[src/rtl/multicycle_ctrl.sv]
// Multi-cycle control FSM for the RV32I-subset core: sequences fetch, decode,
// execute, memory and writeback over one shared memory port and counts retires.
module multicycle_ctrl #(
  parameter int CNT_W = 32
) (
  input  logic             clk,
  input  logic             rst_n,
  input  logic [31:0]      inst,
  input  logic             mem_ready,
  input  logic             branch_taken,
  output logic             mem_req,
  output logic             mem_we,
  output logic             mem_addr_sel,
  output logic             ir_we,
  output logic             pc_we,
  output logic [1:0]       pc_src,
  output logic             rf_we,
  output logic [1:0]       wb_sel,
  output logic             alu_b_sel,
  output logic [1:0]       alu_op,
  output logic [2:0]       state,
  output logic             illegal,
  output logic             retire,
  output logic [CNT_W-1:0] instret
);

  typedef enum logic [2:0] {
    S_FETCH  = 3'd0,
    S_DECODE = 3'd1,
    S_EXEC   = 3'd2,
    S_MEM    = 3'd3,
    S_WB     = 3'd4,
    S_TRAP   = 3'd7
  } state_t;

  typedef enum logic [3:0] {
    C_NONE   = 4'd0,
    C_R      = 4'd1,
    C_IALU   = 4'd2,
    C_LOAD   = 4'd3,
    C_STORE  = 4'd4,
    C_BRANCH = 4'd5,
    C_JAL    = 4'd6,
    C_JALR   = 4'd7,
    C_LUI    = 4'd8
  } class_t;

  state_t cur_state, nxt_state;
  class_t cls, dec_cls;

  logic       req_c, we_c, asel_c, irwe_c, pcwe_c, rfwe_c, bsel_c, ill_c, ret_c;
  logic [1:0] pcsrc_c, wbsel_c, aluop_c;

  always_comb begin
    dec_cls = C_NONE;
    case (inst[6:0])
      7'b0110011: dec_cls = C_R;
      7'b0010011: dec_cls = C_IALU;
      7'b0000011: dec_cls = C_LOAD;
      7'b0100011: dec_cls = C_STORE;
      7'b1100011: dec_cls = C_BRANCH;
      7'b1101111: dec_cls = C_JAL;
      7'b1100111: dec_cls = C_JALR;
      7'b0110111: dec_cls = C_LUI;
      default:    dec_cls = C_NONE;
    endcase
  end

  always_ff @(posedge clk or negedge rst_n) begin
    if (!rst_n) begin
      cur_state <= S_FETCH;
      cls       <= C_NONE;
      instret   <= '0;
    end else begin
      cur_state <= nxt_state;
      if (cur_state == S_DECODE) cls <= dec_cls;
      if (ret_c) instret <= instret + CNT_W'(1);
    end
  end

  always_comb begin
    nxt_state = cur_state;
    req_c     = 1'b0;
    we_c      = 1'b0;
    asel_c    = 1'b0;
    irwe_c    = 1'b0;
    pcwe_c    = 1'b0;
    pcsrc_c   = 2'b00;
    rfwe_c    = 1'b0;
    wbsel_c   = 2'b00;
    bsel_c    = 1'b0;
    aluop_c   = 2'b00;
    ill_c     = 1'b0;
    ret_c     = 1'b0;
    case (cur_state)
      S_FETCH: begin
        req_c  = 1'b1;
        irwe_c = mem_ready;
        if (mem_ready) nxt_state = S_DECODE;
      end
      S_DECODE: begin
        if (dec_cls == C_NONE)     nxt_state = S_TRAP;
        else if (dec_cls == C_LUI) nxt_state = S_WB;
        else                       nxt_state = S_EXEC;
      end
      S_EXEC: begin
        nxt_state = S_WB;
        case (cls)
          C_R: aluop_c = 2'b01;
          C_IALU: begin
            aluop_c = 2'b01;
            bsel_c  = 1'b1;
          end
          C_LOAD, C_STORE: begin
            bsel_c    = 1'b1;
            nxt_state = S_MEM;
          end
          C_JALR: bsel_c = 1'b1;
          C_BRANCH: begin
            aluop_c   = 2'b10;
            pcwe_c    = 1'b1;
            pcsrc_c   = branch_taken ? 2'b01 : 2'b00;
            ret_c     = 1'b1;
            nxt_state = S_FETCH;
          end
          default: ;
        endcase
      end
      S_MEM: begin
        req_c  = 1'b1;
        asel_c = 1'b1;
        we_c   = (cls == C_STORE);
        if (mem_ready) begin
          if (cls == C_STORE) begin
            pcwe_c    = 1'b1;
            ret_c     = 1'b1;
            nxt_state = S_FETCH;
          end else begin
            nxt_state = S_WB;
          end
        end
      end
      S_WB: begin
        rfwe_c    = 1'b1;
        pcwe_c    = 1'b1;
        ret_c     = 1'b1;
        nxt_state = S_FETCH;
        case (cls)
          C_LOAD: wbsel_c = 2'b01;
          C_LUI:  wbsel_c = 2'b11;
          C_JAL: begin
            wbsel_c = 2'b10;
            pcsrc_c = 2'b01;
          end
          C_JALR: begin
            wbsel_c = 2'b10;
            pcsrc_c = 2'b10;
          end
          default: ;
        endcase
      end
      S_TRAP: ill_c = 1'b1;
      default: nxt_state = S_FETCH;
    endcase
  end

  // Reset must silence the port immediately, even though FETCH itself requests.
  assign mem_req      = rst_n & req_c;
  assign mem_we       = rst_n & we_c;
  assign mem_addr_sel = rst_n & asel_c;
  assign ir_we        = rst_n & irwe_c;
  assign pc_we        = rst_n & pcwe_c;
  assign pc_src       = {2{rst_n}} & pcsrc_c;
  assign rf_we        = rst_n & rfwe_c;
  assign wb_sel       = {2{rst_n}} & wbsel_c;
  assign alu_b_sel    = rst_n & bsel_c;
  assign alu_op       = {2{rst_n}} & aluop_c;
  assign illegal      = rst_n & ill_c;
  assign retire       = rst_n & ret_c;
  assign state        = {3{rst_n}} & cur_state;

endmodule

[config.mk]
export PLATFORM = sky130hd
export DESIGN_NAME = multicycle_ctrl
export DESIGN_NICKNAME = d
export VERILOG_FILES = /design/src/rtl/multicycle_ctrl.sv
export SDC_FILE = /design/constraint.sdc
export NUM_CORES = 1
export LEC_CHECK = 0
export CELL_PAD_IN_SITES_DETAIL_PLACEMENT = 1
export CELL_PAD_IN_SITES_GLOBAL_PLACEMENT = 2
export CORE_UTILIZATION = 26
export CTS_CLUSTER_SIZE = 28
export DETAILED_ROUTE_END_ITERATION = 16
export HOLD_SLACK_MARGIN = 0.05
export PLACE_DENSITY_LB_ADDON = 0.1
export SYNTH_ARGS = -nofsm -noshare
export SYNTH_HDL_FRONTEND = slang
export SYNTH_SLANG_ARGS = --single-unit
[constraint.sdc]
create_clock -name clk -period 2.5 [get_ports clk]
set_input_delay 0.625 -clock clk [delete_from_list [all_inputs] [get_ports clk]]
set_output_delay 0.625 -clock clk [all_outputs]
set_load 0.005 [all_outputs]
==> out/metrics.cfg, run 1 <==
[status]
status = finished, final reports clean

[setup_path]
ff2ff_setup_slack_ps = 340
timing.reg2reg.worst_path_depth = 8
cp-end-kind = output pin
critical_path_arrival_ps = 1790
crit_fanout = 3
reg2reg_to = instret[25]$_DFFE_PN0P_
startpoint_type = input pin
r2r-start = cls[1]$_DFFE_PN0P_
crit_path_start = mem_ready
critPathCapture = ir_we
critPathKind = in2out
cp.required_ps = 1880

[sta]
grt_setup_unrepaired = false
drv_slew = 0
setup-violations-final = 0
max_freq_mhz = 414
whs_ps = 272
fin_crit_ps = 2420
hold_violations = 0
skew_ps = 5.27
worstMarginPinSlew_ps = 418
finalCritPeriodShare_pct = 96.6
slew-limit-headroom_pct = 72.1
worst_slack_ps = 84.7

[drt]
ant_nets = 0
wl_mm = 6.13
vias = 2044
dr.pass1.iters = 4
drt_iter0_markers = 38
drt-wirelength-per-cell_um = 14.2
vias_per_cell = 4.72
post-route-drc-count = 0

[synthesis]
syn_area_um2 = 2280
synth_cell_types = 52
yosys.cell_count.top_type = dfrtp_1
yosys.area.top_type = dfrtp_1
synthTopCellsByArea = dfrtp_1 43%, xor2_1 6.2%, xnor2_1 5.8%
avgSynthCellArea_um2 = 9.52
synth_edf_count = 0
yosysTopAreaCellShare_pct = 42.9
synth-seq-cells = 39
synthTopCellsByCount = 39 x dfrtp_1, 25 x nand2_1, 19 x nor2_1, 16 x xor2_1, 15 x xnor2_1
ys_warn_count = 0
syn_nets = 276
ys_seq_area_share_pct = 42.9
synth-main-ff-cell = dfrtp_1
synthCells = 239
ys_async_sr_fraction_pct = 100

[place]
placed_cells = 419
hpwlAfterDp_mm = 4.77
port_buffers = 60
preCtsSetupSlack_ps = -436
place.gp.congestion = 0.739

[floorplanning]
core_area_um2 = 8340
die_height_um = 95.6
die_area_um2 = 9130
die_w_um = 95.6
pin_count = 86
start_util_pct = 27.3
fp-row-count = 33

[final_layout]
areaGrowthSynthToFinish_pct = 45.4
fin_cells = 433
n_antenna_cell = 0
nets = 365
drive_above_1_share_pct = 20.7

[global_route]
grt_max_degree = 24
antenna_found_initial = 0
grt_pass1_vias = 2084
grt_pass1_wl_mm = 10.2
grt-ovfl-total = 0
grtUsageTotal_pct = 14.5

[pwr]
intPower_uw = 1400
p_per_area_nw_per_um2 = 644
pwr-share-seq_pct = 40.4
p_leak_uw = 0.00152
peakVddDrop_mv = 0.260
p_sw_uw = 731
p_comb_share_pct = 39.2
pwr-share-clk_pct = 20.4
p_sw_share_pct = 34.3

[cts]
cts_tree = built
clkTransAtPathRegs_ps = 70
ctsHtreeMaxLevel = 2
clockBufferDepth = 2
worstSkewPairLatency_ps = 290
numCtsBuffers = 5
cts_sinks = 39
cts_root_buf = clkbuf_8

[min_path]
hp-class = in2async

[run]
cap_viol_max_count = 0

==> power by group through the flow <==
stage	sequential, uW	clock (uW)	combinational (uW)
finish	860	433	835
global route	887	482	925
CTS	864	459	835
detailed placement	868	0	812
global placement	860	0	804
floorplan	799	0	455
==> what timing repair did <==
item                       CTS  global route
setup endpoints to repair   11             6
hold buffers                 0             0
buffers inserted             3             4
pin swaps                    2             4
gates resized for setup     21             9
==> state kept, by name, summed over array words and instances (netlist names) <==
register,cells
instret,32
cls,4
cur_state,3
==> cells in the final DEF, fill, tap and decap left out, types with 6 or more instances in the layout <==
cell             count
dfrtp_2              6
nor3_1              12
clkbuf_8             6
dfrtp_1             33
inv_1                8
nor2_1              17
and3_1               8
nand2_1             24
xor2_1              16
nand3_1             12
nand4_1             10
xnor2_1             15
buf_4               31
clkdlybuf4s50_1     50
and2_1               6
o21ai_0              6
==> stage by stage <==
| step | instance area [um2] | utilization (%) | power, uW | TNS (ps) |
|---|---|---|---|---|
| final | 3310 | 39.7 | 2130 | 0 |
| after floorplan | 2280 | - | 1250 | 0 |
| after detailed placement | 3140 | 37.6 | 1680 | -1750 |
| after global routing | 3310 | 39.7 | 2290 | 0 |
| after global placement | 3140 | 37.6 | 1660 | -1480 |
| after CTS | 3260 | 39.1 | 2160 | -3.63 |
==> layer usage <==
metal  vias to the layer above  GRT usage, %  part of all wire, %
li1                       1006             -                    -
met1                      1000          18.7                   47
met2                        36          24.0                   49
met3                         2          2.87                  3.5
met4                         0          4.85                 0.80
met5                         -             0                    0
==> cells by family after synthesis <==
group	Yosys count	share of synthesized area, %
buf+inv	19	4.51
flops	39	42.9
mux	2	0.935
compound gates	21	6.21
simple gates	124	31.6
fa+ha+maj	1	0.550
xor+xnor	33	13.4
==> worst min path at each step <==
stage | end | slack, ps | depth (start not counted)
after floorplan | cls[0]$_DFFE_PN0P_ | 330 | 0
after global placement | instret[11]$_DFFE_PN0P_ | 480 | 1
after detailed placement | instret[11]$_DFFE_PN0P_ | 480 | 1
after CTS | cls[1]$_DFFE_PN0P_ | 270 | 2
after global routing | cls[0]$_DFFE_PN0P_ | 270 | 2
final | cls[1]$_DFFE_PN0P_ | 270 | 2
==> final cells by class <==
cell class	count	area, um2
Clock buffer	6	82.6
Timing Repair Buffer	93	852
Multi-Input combinational cell	181	1220
Tap cell	105	131
Clock inverter	1	5.00
Fill cell	964	5030
Sequential cell	39	983
Inverter	8	30.0
==> critical path, cell delays in order <==
cell             delay (ps)
dlygate4sd2_1           230
buf_4                   120
nor2b_1                 150
and3_1                  170
clkdlybuf4s50_1         490
Power figures use the tool's default switching activity.
==> inputs of run 2 (changes only) <==
Settings changed: SLEW_MARGIN from default to 20, TNS_END_PERCENT from default to 20.
==> run 2 against run 1 <==
Global-route usage hardly changed. Clock skew about the same. Maximum frequency down 2.4%. Design area shrank 0.61%. Combinational power is 2% lower. Sequential share of layout area up 0.18 points. Register-to-register slack hardly changed. Power shrank 0.58%. Cell count fell by 0.92%. Utilization decreased by 0.24 points. Wire length decreased by 0.23%. Die area unchanged. Highest routed layer unchanged.
==> out/metrics.cfg, run 2 (same netlist as run 1, synthesis figures left out) <==
[sta]
finalCritPeriodShare_pct = 99.0
max_freq_mhz = 404
fin_crit_ps = 2480
hold_violations = 0
slew-limit-headroom_pct = 72.1
skew_ps = 5.25
drv_slew = 0
setup-violations-final = 0
whs_ps = 276
worstMarginPinSlew_ps = 418
grt_setup_unrepaired = true

[pwr]
p_sw_share_pct = 34.5
p_leak_uw = 0.00152
p_per_area_nw_per_um2 = 644
intPower_uw = 1390
p_sw_uw = 730
peakVddDrop_mv = 0.260
pwr-share-seq_pct = 40.6
p_total_uw = 2120
pwr-share-clk_pct = 20.6
p_comb_share_pct = 38.8

[drt]
drt-wirelength-per-cell_um = 14.3
post-route-drc-count = 0
dr.pass1.iters = 4
ant_nets = 0
drt_iter0_markers = 41
vias = 2027
vias_per_cell = 4.72
wl_mm = 6.12

[cts]
cts_sinks = 39
cts_root_buf = clkbuf_8
clkTransAtPathRegs_ps = 80
ctsHtreeMaxLevel = 2
numCtsBuffers = 5
clockBufferDepth = 2
worstSkewPairLatency_ps = 290
holdBufCountCts = 0
cts_tree = built

[floorplanning]
fp-row-count = 33
die_w_um = 95.6
core_area_um2 = 8340
die_height_um = 95.6
pin_count = 86
start_util_pct = 27.3
die_area_um2 = 9130

[setup_path]
critPathKind = reg2out
crit_fanout = 5
cp-end-kind = output pin
cpMaxStageDelayCell = dfrtp_2
cp.required_ps = 1880
critical_path_arrival_ps = 1850
path_cells = and4bb_1 > buf_4 > a221o_1 > and2_1 > clkdlybuf4s15_2
slowest_delay_ps = 430
startpoint_type = flop

[final_layout]
design_area_um2 = 3290
nets = 361
drive_above_1_share_pct = 19.8
areaGrowthSynthToFinish_pct = 44.5
n_antenna_cell = 0
fill_cells = 961
final_common_cell = clkdlybuf4s50_1
top_regs = instret: 32 flops, cls: 4 flops, cur_state: 3 flops
top_register = instret
largest_reg_flops = 32
final_util_pct = 39.4
layout_common_cells = 50 x clkdlybuf4s50_1, 33 x dfrtp_1, 28 x buf_4

[status]
status = finished, final reports clean

[global_route]
grt_pass1_vias = 2089
grt-ovfl-total = 0
grt_max_degree = 24
antenna_found_initial = 0
grt_pass1_wl_mm = 10.1
grtUsageTotal_pct = 14.5

[place]
place.gp.congestion = 0.739
placed_area_um2 = 3140
port_buffers = 60
hpwlAfterDp_mm = 4.77

[min_path]
hp-class = in2async

[run]
cap_viol_max_count = 0

[run 2: cell count changes in the layout (fill, tap and decap cells not counted), sizes merged]
cell,previous run,this run
buf,36,31
dlygate4sd2,4,2
dlymetal6s2s,3,5
clkdlybuf4s15,0,1
[run 2: per-stage QoR]
stage	cells	setup TNS (ps)	setup slack, ps
after detailed placement	419	-1750	-436
after CTS	429	-80.9	-53.6
final	429	0	24.2
after global placement	419	-1480	-398
after floorplan	239	0	321
after global routing	429	-35.8	-35.8
[run 2: per-layer routing]
| metal | vias up | GRT usage (%) | wire (um) |
|---|---|---|---|
| met3 | 2 | 2.87 | 217 |
| met2 | 36 | 24.0 | 2980 |
| met5 | - | 0 | 0 |
| li1 | 999 | - | - |
| met4 | 0 | 4.85 | 49 |
| met1 | 990 | 18.7 | 2870 |
[run 2: what timing repair did]
item                                    CTS  global route
pin swaps                                 2             3
hold endpoints to repair                  0             0
gates resized for setup                  18            10
endpoints found under the setup margin   11             9
setup buffers                             3             0
[run 2: final cells by class]
cell class / count / area, um2 / area share [%]
Clock inverter: 1 / 5.00 / 0.152
Multi-Input combinational cell: 181 / 1220 / 37.2
Clock buffer: 6 / 82.6 / 2.51
Tap cell: 105 / 131 / 4.00
Sequential cell: 39 / 983 / 29.9
Timing Repair Buffer: 89 / 832 / 25.3
Inverter: 8 / 30.0 / 0.913
[run 2: worst paths after layout]
kind | start | end | slack, ps | cells past startpoint
max in group asynchronous | rst_n | cur_state[0]$_DFFE_PN0P_ | 1740 | 4
worst max-delay path | cls[1]$_DFFE_PN0P_ | retire | 20 | 5
worst min-delay path | rst_n | cls[0]$_DFFE_PN0P_ | 280 | 2
worst min register to register | instret[11]$_DFFE_PN0P_ | instret[11]$_DFFE_PN0P_ | 490 | 1
worst max register to register | cls[1]$_DFFE_PN0P_ | instret[25]$_DFFE_PN0P_ | 340 | 8
min in group clk | instret[11]$_DFFE_PN0P_ | instret[11]$_DFFE_PN0P_ | 490 | 1
[run 2: worst max-delay path, delay by kind of cell (launching register included)]
family | cells | cell delay [ps]
flip-flops | 1 | 430
buffers and inverters | 2 | 360
AND/OR/NAND/NOR | 2 | 430
AO/OA/AOI/OAI | 1 | 350
[run 2: power by group through the flow]
| stage | registers, uW | logic (uW) | clock network (uW) |
|---|---|---|---|
| 6_report | 859 | 821 | 436 |
| 3_5_place_dp | 868 | 812 | 0 |
| 2_1_floorplan | 799 | 455 | 0 |
| 3_3_place_gp | 860 | 804 | 0 |
| 4_1_cts | 862 | 834 | 459 |
| 5_1_grt | 885 | 910 | 482 |
==> inputs of run 3 (changes only) <==
Settings changed: CTS_CLUSTER_DIAMETER from default to 200.
==> results of run 3 <==
Same layout as run 2: the final DEF is identical, and so are final timing and power.
